## config.mk

```make
export PLATFORM = sky130hd
export DESIGN_NAME = mem_stage
export DESIGN_NICKNAME = d
export VERILOG_FILES = /design/src/rtl/mem_stage.sv
export SDC_FILE = /design/constraint.sdc
export NUM_CORES = 1
export LEC_CHECK = 0
export CELL_PAD_IN_SITES_DETAIL_PLACEMENT = 0
export CELL_PAD_IN_SITES_GLOBAL_PLACEMENT = 1
export CORE_UTILIZATION = 46
export DETAILED_ROUTE_END_ITERATION = 16
export DONT_BUFFER_PORTS = 1
export HOLD_SLACK_MARGIN = 0.08
export PLACE_DENSITY = 0.81
export SETUP_SLACK_MARGIN = 0.5
export SLEW_MARGIN = 5
export SYNTH_ARGS = -nofsm -noshare
export SYNTH_HDL_FRONTEND = slang
export SYNTH_SLANG_ARGS = --single-unit
```

## constraint.sdc

```tcl
create_clock -name clk -period 4.3 [get_ports clk]
set_input_delay 1.075 -clock clk [delete_from_list [all_inputs] [get_ports clk]]
set_output_delay 1.075 -clock clk [all_outputs]
set_load 0.05 [all_outputs]
```

## src/rtl/mem_stage.sv

```systemverilog
// mem_stage: memory-access stage of the five-stage MIPS pipeline.
// Holds the instruction handed over by execute, captures the synchronous
// data-SRAM read word and turns it into an aligned, extended load result
// with a per-byte register write strobe. It also forwards the result to decode
// and reports exceptions back to execute.
module mem_stage (
    input  logic         clk,
    input  logic         resetn,
    // handshake with write-back
    input  logic         ws_allowin,
    output logic         ms_allowin,
    // from execute
    input  logic         es_to_ms_valid,
    input  logic [127:0] es_to_ms_bus,
    // synchronous data SRAM read port
    input  logic [31:0]  data_sram_rdata,
    // to write-back
    output logic         ms_to_ws_valid,
    output logic [123:0] ms_to_ws_bus,
    // forwarding to decode, exception flag to execute
    output logic [38:0]  ms_fwd_bus,
    output logic         ms_ex,
    // exception / eret flush from write-back
    input  logic         flush
);

    localparam int ES_TO_MS_BUS_WD = 128;
    localparam int MS_TO_WS_BUS_WD = 124;
    localparam int MS_FWD_BUS_WD   = 39;

    // One-hot load-type positions inside the ld_inst field.
    localparam int LD_LW  = 6;
    localparam int LD_LB  = 5;
    localparam int LD_LBU = 4;
    localparam int LD_LH  = 3;
    localparam int LD_LHU = 2;
    localparam int LD_LWL = 1;
    localparam int LD_LWR = 0;

    // ------------------------------------------------------------------
    // State
    // ------------------------------------------------------------------
    logic                       ms_valid_q,  ms_valid_d;
    logic                       ms_first_q,  ms_first_d;
    logic [31:0]                rdata_buf_q, rdata_buf_d;
    logic [ES_TO_MS_BUS_WD-1:0] es_bus_q,    es_bus_d;

    // ------------------------------------------------------------------
    // Fields of the held execute bus
    // ------------------------------------------------------------------
    logic [31:0] ms_badvaddr;
    logic [10:0] ms_c0_bus;
    logic        ms_bd;
    logic        ms_ex_bit;
    logic [4:0]  ms_excode;
    logic [6:0]  ms_ld_inst;
    logic        ms_res_from_mem;
    logic        ms_gr_we;
    logic [4:0]  ms_dest;
    logic [31:0] ms_res;
    logic [31:0] ms_pc;

    assign {ms_badvaddr,
            ms_c0_bus,
            ms_bd,
            ms_ex_bit,
            ms_excode,
            ms_ld_inst,
            ms_res_from_mem,
            ms_gr_we,
            ms_dest,
            ms_res,
            ms_pc} = es_bus_q;

    // ------------------------------------------------------------------
    // Load alignment helpers
    // ------------------------------------------------------------------

    // Aligned/extended load value for byte offset p within the read word.
    function automatic logic [31:0] load_align(input logic [6:0]  ld,
                                               input logic [1:0]  p,
                                               input logic [31:0] w);
        logic [31:0] byte_sh;
        logic [15:0] half;
        logic [31:0] r;
        byte_sh = w >> {p, 3'b000};
        half    = p[1] ? w[31:16] : w[15:0];
        if (ld[LD_LW]) begin
            r = w;
        end else if (ld[LD_LB]) begin
            r = {{24{byte_sh[7]}}, byte_sh[7:0]};
        end else if (ld[LD_LBU]) begin
            r = {24'h000000, byte_sh[7:0]};
        end else if (ld[LD_LH]) begin
            r = {{16{half[15]}}, half};
        end else if (ld[LD_LHU]) begin
            r = {16'h0000, half};
        end else if (ld[LD_LWL]) begin
            // 8*(3-p) equals 8*~p for a 2-bit offset
            r = w << {~p, 3'b000};
        end else if (ld[LD_LWR]) begin
            r = w >> {p, 3'b000};
        end else begin
            r = w;
        end
        return r;
    endfunction

    // Register write strobe: only lwl/lwr write a partial register.
    function automatic logic [3:0] load_strb(input logic [6:0] ld,
                                             input logic [1:0] p);
        logic [3:0] s;
        if (ld[LD_LWL]) begin
            case (p)
                2'd0:    s = 4'b1000;
                2'd1:    s = 4'b1100;
                2'd2:    s = 4'b1110;
                default: s = 4'b1111;
            endcase
        end else if (ld[LD_LWR]) begin
            case (p)
                2'd0:    s = 4'b1111;
                2'd1:    s = 4'b0111;
                2'd2:    s = 4'b0011;
                default: s = 4'b0001;
            endcase
        end else begin
            s = 4'b1111;
        end
        return s;
    endfunction

    // ------------------------------------------------------------------
    // Handshake (this stage never needs more than one cycle)
    // ------------------------------------------------------------------
    assign ms_allowin     = !ms_valid_q || ws_allowin;
    assign ms_to_ws_valid = ms_valid_q && !flush;
    assign ms_ex          = ms_valid_q && ms_ex_bit;

    // Next-state logic for valid, first-cycle flag, read buffer and bus register.
    always_comb begin
        ms_valid_d = ms_valid_q;
        if (flush) begin
            ms_valid_d = 1'b0;
        end else if (ms_allowin) begin
            ms_valid_d = es_to_ms_valid;
        end

        es_bus_d = es_bus_q;
        if (es_to_ms_valid && ms_allowin) begin
            es_bus_d = es_to_ms_bus;
        end

        // The SRAM word is only valid in the cycle right after the request,
        // so it is buffered then and replayed for as long as the stage stalls.
        ms_first_d  = es_to_ms_valid && ms_allowin && !flush;
        rdata_buf_d = ms_first_q ? data_sram_rdata : rdata_buf_q;
    end

    // Register update with synchronous active-low reset.
    always_ff @(posedge clk) begin
        if (!resetn) begin
            ms_valid_q  <= 1'b0;
            ms_first_q  <= 1'b0;
            rdata_buf_q <= 32'h0;
            es_bus_q    <= '0;
        end else begin
            ms_valid_q  <= ms_valid_d;
            ms_first_q  <= ms_first_d;
            rdata_buf_q <= rdata_buf_d;
            es_bus_q    <= es_bus_d;
        end
    end

    // ------------------------------------------------------------------
    // Result formation
    // ------------------------------------------------------------------
    logic [31:0] rd_word;
    logic [31:0] ms_result;
    logic [3:0]  ms_wstrb_raw;
    logic [3:0]  ms_rf_wstrb;
    logic        ms_gr_we_out;

    assign rd_word      = ms_first_q ? data_sram_rdata : rdata_buf_q;
    assign ms_result    = ms_res_from_mem ? load_align(ms_ld_inst, ms_res[1:0], rd_word)
                                          : ms_res;
    assign ms_wstrb_raw = ms_res_from_mem ? load_strb(ms_ld_inst, ms_res[1:0])
                                          : 4'b1111;
    // An excepting instruction must not touch the register file. The strobe
    // is also zeroed for an empty stage so the idle bus is all zeros.
    assign ms_rf_wstrb  = (ms_ex_bit || !ms_valid_q) ? 4'b0000 : ms_wstrb_raw;
    assign ms_gr_we_out = ms_gr_we && !ms_ex_bit;

    logic [MS_TO_WS_BUS_WD-1:0] ws_bus;
    assign ws_bus = {ms_badvaddr,
                     ms_c0_bus,
                     ms_bd,
                     ms_ex_bit,
                     ms_excode,
                     ms_rf_wstrb,
                     ms_gr_we_out,
                     ms_dest,
                     ms_result,
                     ms_pc};
    assign ms_to_ws_bus = ws_bus;

    // ------------------------------------------------------------------
    // Forwarding to decode: loads are fully resolved here, so the aligned
    // value is forwarded directly and decode never waits on this stage.
    // ------------------------------------------------------------------
    logic                     fwd_block_valid;
    logic                     fwd_mfc0_valid;
    logic [MS_FWD_BUS_WD-1:0] fwd_bus;

    assign fwd_block_valid = ms_valid_q && ms_gr_we && !ms_ex_bit && !flush;
    assign fwd_mfc0_valid  = ms_valid_q && ms_c0_bus[8];
    assign fwd_bus         = {fwd_mfc0_valid, fwd_block_valid, ms_dest, ms_result};
    assign ms_fwd_bus      = fwd_bus;

endmodule

```

* Word-level counts from Yosys, hierarchy flattened
Index checks and enable logic that the tools add are counted.
W data, S select, Z words.
** Storage, ports and cells
- Word-level logic and storage cells :: 42
- Memory bits (writable) :: 0
- Bits in latches :: 0
- Flip-flop bits (word level) :: 162
- Memories kept :: 0
- Memory bits (read-only) :: 0
- Bits of input ports :: 165
** Cells by class
- Add/subtract/negate cells :: 0
- Magnitude comparators :: 0
- Div/mod/pow operators :: 0
- Shifts and indexed selects :: 2
- Multiplexer cells :: 16
- Multiply operators :: 0
- Bitwise operators :: 2
- Reduce and logical (&&, ||, !) cells :: 16
- Equality and inequality tests :: 2
** Operators by type and width (number)
- $mux W32 :: 9
- $shl A32 B5 Y32 :: 1
- $shr A32 B5 Y32 :: 1
- $mux W16 :: 1
- $mux W4 :: 4
- $pmux W4 S3 :: 1
- $logic_and A1 B1 Y1 :: 9
- $pmux W3 S3 :: 1
- $logic_not A1 Y1 :: 3
- $eq A2 B1 Y1 const B :: 1
- $eq A2 B2 Y1 const B :: 1
- $logic_not A2 Y1 :: 1
- $logic_or A1 B1 Y1 :: 2
- $not A2 Y2 :: 1
- $reduce_or A2 Y1 :: 1
- $not A1 Y1 :: 1

* Depth between registers and ports, before layout
- Depth after elaboration :: 10
- Depth in mapped cells :: 9
- Mapped depth without buffers :: 5

* Worst setup path before layout
No wires, ideal clock.
- Path type :: input port to output port
- From :: in data_sram_rdata[7]
- To :: out ms_to_ws_bus[40]
- Setup slack :: 75 ps
- Arrival time :: 3150 ps
- Stages :: 5
- Buffers on the path :: 1
- Required time :: 3225 ps
- Path through :: mux2_4 > mux4_2 > a21oi_1 > a31oi_1 > buf_4
** On the way
- Word-level cells in the longest chain between the ends :: 5
** RTL lines
- start: declaration :: RTL line 16 : input logic [31:0] data_sram_rdata,
- $mux W32 :: RTL line 184 : assign rd_word = ms_first_q ? data_sram_rdata : rdata_buf_q;
- $shr A32 B5 Y32
- $mux W32 :: RTL line 90 : end else if (ld[LD_LB]) begin
- $mux W32 :: RTL line 88 : if (ld[LD_LW]) begin
- $mux W32 :: RTL line 185 : assign ms_result = ms_res_from_mem ? load_align(ms_ld_inst, ms_res[1:0], rd_word)
- end: declaration :: RTL line 19 : output logic [123:0] ms_to_ws_bus,
Every way passes these cells.

* Worst setup path after layout
- From :: in data_sram_rdata[7]
- To :: out ms_fwd_bus[22]
** On the way
- Word-level cells in the longest chain between the ends :: 5
** RTL lines
- $mux W32 :: RTL line 184
- $shr A32 B5 Y32
- $mux W32 :: RTL line 90
- $mux W32 :: RTL line 88
- $mux W32 :: RTL line 185
- end: declaration :: RTL line 21 : output logic [38:0] ms_fwd_bus,
Every way passes these cells.

==> flow_summary.json <==
{
  "status": "finished clean",
  "p_sw_mw": 1.444,
  "power.leakage_nw": 3.596,
  "syn_inst": 1142,
  "ios": 331,
  "p_clk_share_pct": 37.9,
  "synthesis.nets": 1307,
  "diodes": 0,
  "grt_pass1_wl_um": 41920,
  "die_area_mm2": 0.02079,
  "die_width_um": 144.2,
  "pwr-share-seq_pct": 43.2,
  "vdd_drop_max_v": 0.0002584,
  "track_usage_pct": 27.10,
  "routed_wirelength_um": 28340,
  "drc_errors": 0,
  "maxSlewViolCount": 0,
  "path_clk_slew_ns": 0.06,
  "async_reset_ff_share_pct": 0,
  "fin_skew_ns": 0.007682,
  "placed_cell_area_mm2": 0.009086,
  "fin_crit_sh_pct": 87.86,
  "synthMuxAreaShare_pct": 10.40,
  "grt-ovfl-total": 0,
  "period_needed_ns": 3.778,
  "fmax_mhz": 264.7,
  "dp_hpwl_um": 19330,
  "critPathArrivalTime_ns": 2.70,
  "cts_buffer_depth": 2,
  "cts_tree": "done",
  "rsz0062_at_grt": "yes",
  "worst_hold_slack_ns": 0.4643,
  "core-area_mm2": 0.01965,
  "ys_warn_count": 0,
  "synth_top_family_by_area": "compound AO/OA/AOI/OAI gates",
  "final_cells": 1302,
  "worst-path-max-fanout": 8,
  "synth_edf_count": 0,
  "synth_xor_area_share_pct": 0,
  "via_per_inst": 5.855,
  "worst_slack_ns": 0.5221,
  "postCtsHoldBufs": 0,
  "syn_area_mm2": 0.009299,
  "drt.antenna.violating_nets": 0,
  "final_cell_mix": "nand2_1 (283), dfxtp_1 (158), a21boi_0 (128)",
  "dp.cells": 1259,
  "seq_area_frac_synth_pct": 34.88,
  "area_growth_pct": 7.172,
  "place.gp.congestion": 0.9625,
  "crit_required_ns": 3.22,
  "synthAdderAreaFrac_pct": 0,
  "drive_above_1_share_pct": 17.94,
  "p_int_mw": 2.775,
  "crit_type": "primary input to output port",
  "insertion_delay_ns": 0.44,
  "fin_tns_setup_ns": 0,
  "htree_levels": 4,
  "vias": 7623,
  "finalSetupViolCount": 0,
  "initial_utilization_pct": 47.31,
  "dieHeight_um": 144.2,
  "finalNetCount": 1189,
  "clock_sink_count": 162,
  "wire_per_inst_um": 21.76,
  "final_area_mm2": 0.009966,
  "synth_compound_area_share_pct": 23.02,
  "maxCapViolCount": 0,
  "syn_avg_cell_area_um2": 8.143,
  "tightest_slew_ns": 1.055,
  "grt_max_degree": 162,
  "critPathLaunchType": "primary input",
  "synthSimpleGateAreaFrac_pct": 17.57,
  "rows": 51,
  "hold_path.class": "flip-flop to flip-flop",
  "final_common_cell": "nand2_1",
  "cts_buffers": 17,
  "antenna_found_initial": 0,
  "end_kind": "output port",
  "portBuffers": 0,
  "p_comb_share_pct": 18.9,
  "powerDensity_mw_per_mm2": 423.3,
  "ctsRootBufferMaster": "clkbuf_16",
  "ys_types": 40,
  "drt_pass1_iterations": 6,
  "total_power_mw": 4.219,
  "hold_viol": 0,
  "drt_iter0_drc": 792,
  "swShare_pct": 34.22,
  "dpl_worst_slack_ns": 0.4631,
  "relSlewSlack_pct": 29.57,
  "grt_pass1_vias": 7369,
  "ys_ff_latch": 162,
  "fin_util_pct": 50.71,
  "synthFlopType": "dfxtp_1"
}
==> state kept, by name, summed over array words and instances (netlist names) <==
register and flops:
ms_valid_q 1, es_bus_q 128, ms_first_q 1, rdata_buf_q 32
==> worst max-delay path, stage by stage <==
cell and delay (ns):
mux2_4 0.28, mux4_2 0.57, a21boi_4 0.18, and2_4 0.28, a21oi_2 0.11, buf_6 0.20
==> cells in the mapped netlist, drive strengths merged (21+ instances only) <==
cell type    n  share of area [%]
a21oi       52                3.1
buf        142                 11
nor2b       27                1.8
mux2        25                3.2
nor2        21               0.85
mux2i       31                3.3
o22ai       51                3.4
nand2      285                 12
a21boi     129                 11
and2        22                1.5
dfxtp      162                 35
clkbuf      65                2.6
o21ai       22                1.2
==> logic make-up after synthesis <==
kind of cell	Yosys count
AO/OA/AOI/OAI	309
buffers and inverters	215
flip-flops	162
multiplexers	72
AND/OR/NAND/NOR	384
==> cell type report <==
type,instances,area [µm²]
fill,1873,9688
sequential,162,3253
timing repair buffer,70,812.0
multi-input combinational,765,4931
inverter,8,33.78
clock buffer,19,432.9
clock inverter,13,171.4
tap,265,331.6
==> routing by layer <==
metal / track usage [%] / vias to the layer above / part of all wire, %
met3: 11.19 / 55 / 12
met2: 44.22 / 437 / 47
li1: - / 3573 / -
met1: 31.72 / 3558 / 38
met4: 9.917 / 0 / 2.8
met5: 0 / - / 0
==> worst paths after layout <==
check | start | to | slack [ns] | cells past startpoint
setup / recovery | data_sram_rdata[7] | ms_fwd_bus[22] | 0.52 | 6
setup reg to reg | ms_valid_q | es_bus_q[45] | 2.00 | 5
hold reg to reg | es_bus_q[56] | es_bus_q[56] | 0.46 | 2
hold / removal | es_bus_q[56] | es_bus_q[56] | 0.46 | 2
==> repair_timing <==
action                     CTS  global route
gates cloned                 1             1
pin swaps                    2             2
buffers inserted             5             4
setup endpoints to repair   63            40
resized for setup           14            21
==> power by group through the flow <==
stage	combinational (mW)	clock [mW]	sequential, mW
after floorplan	0.878	0	1.65
after global placement	0.748	0	1.85
after detailed placement	0.754	0	1.85
after CTS	0.770	1.62	1.82
after global routing	0.850	1.69	1.83
final	0.798	1.60	1.82
Power figures use the tool's default switching activity.
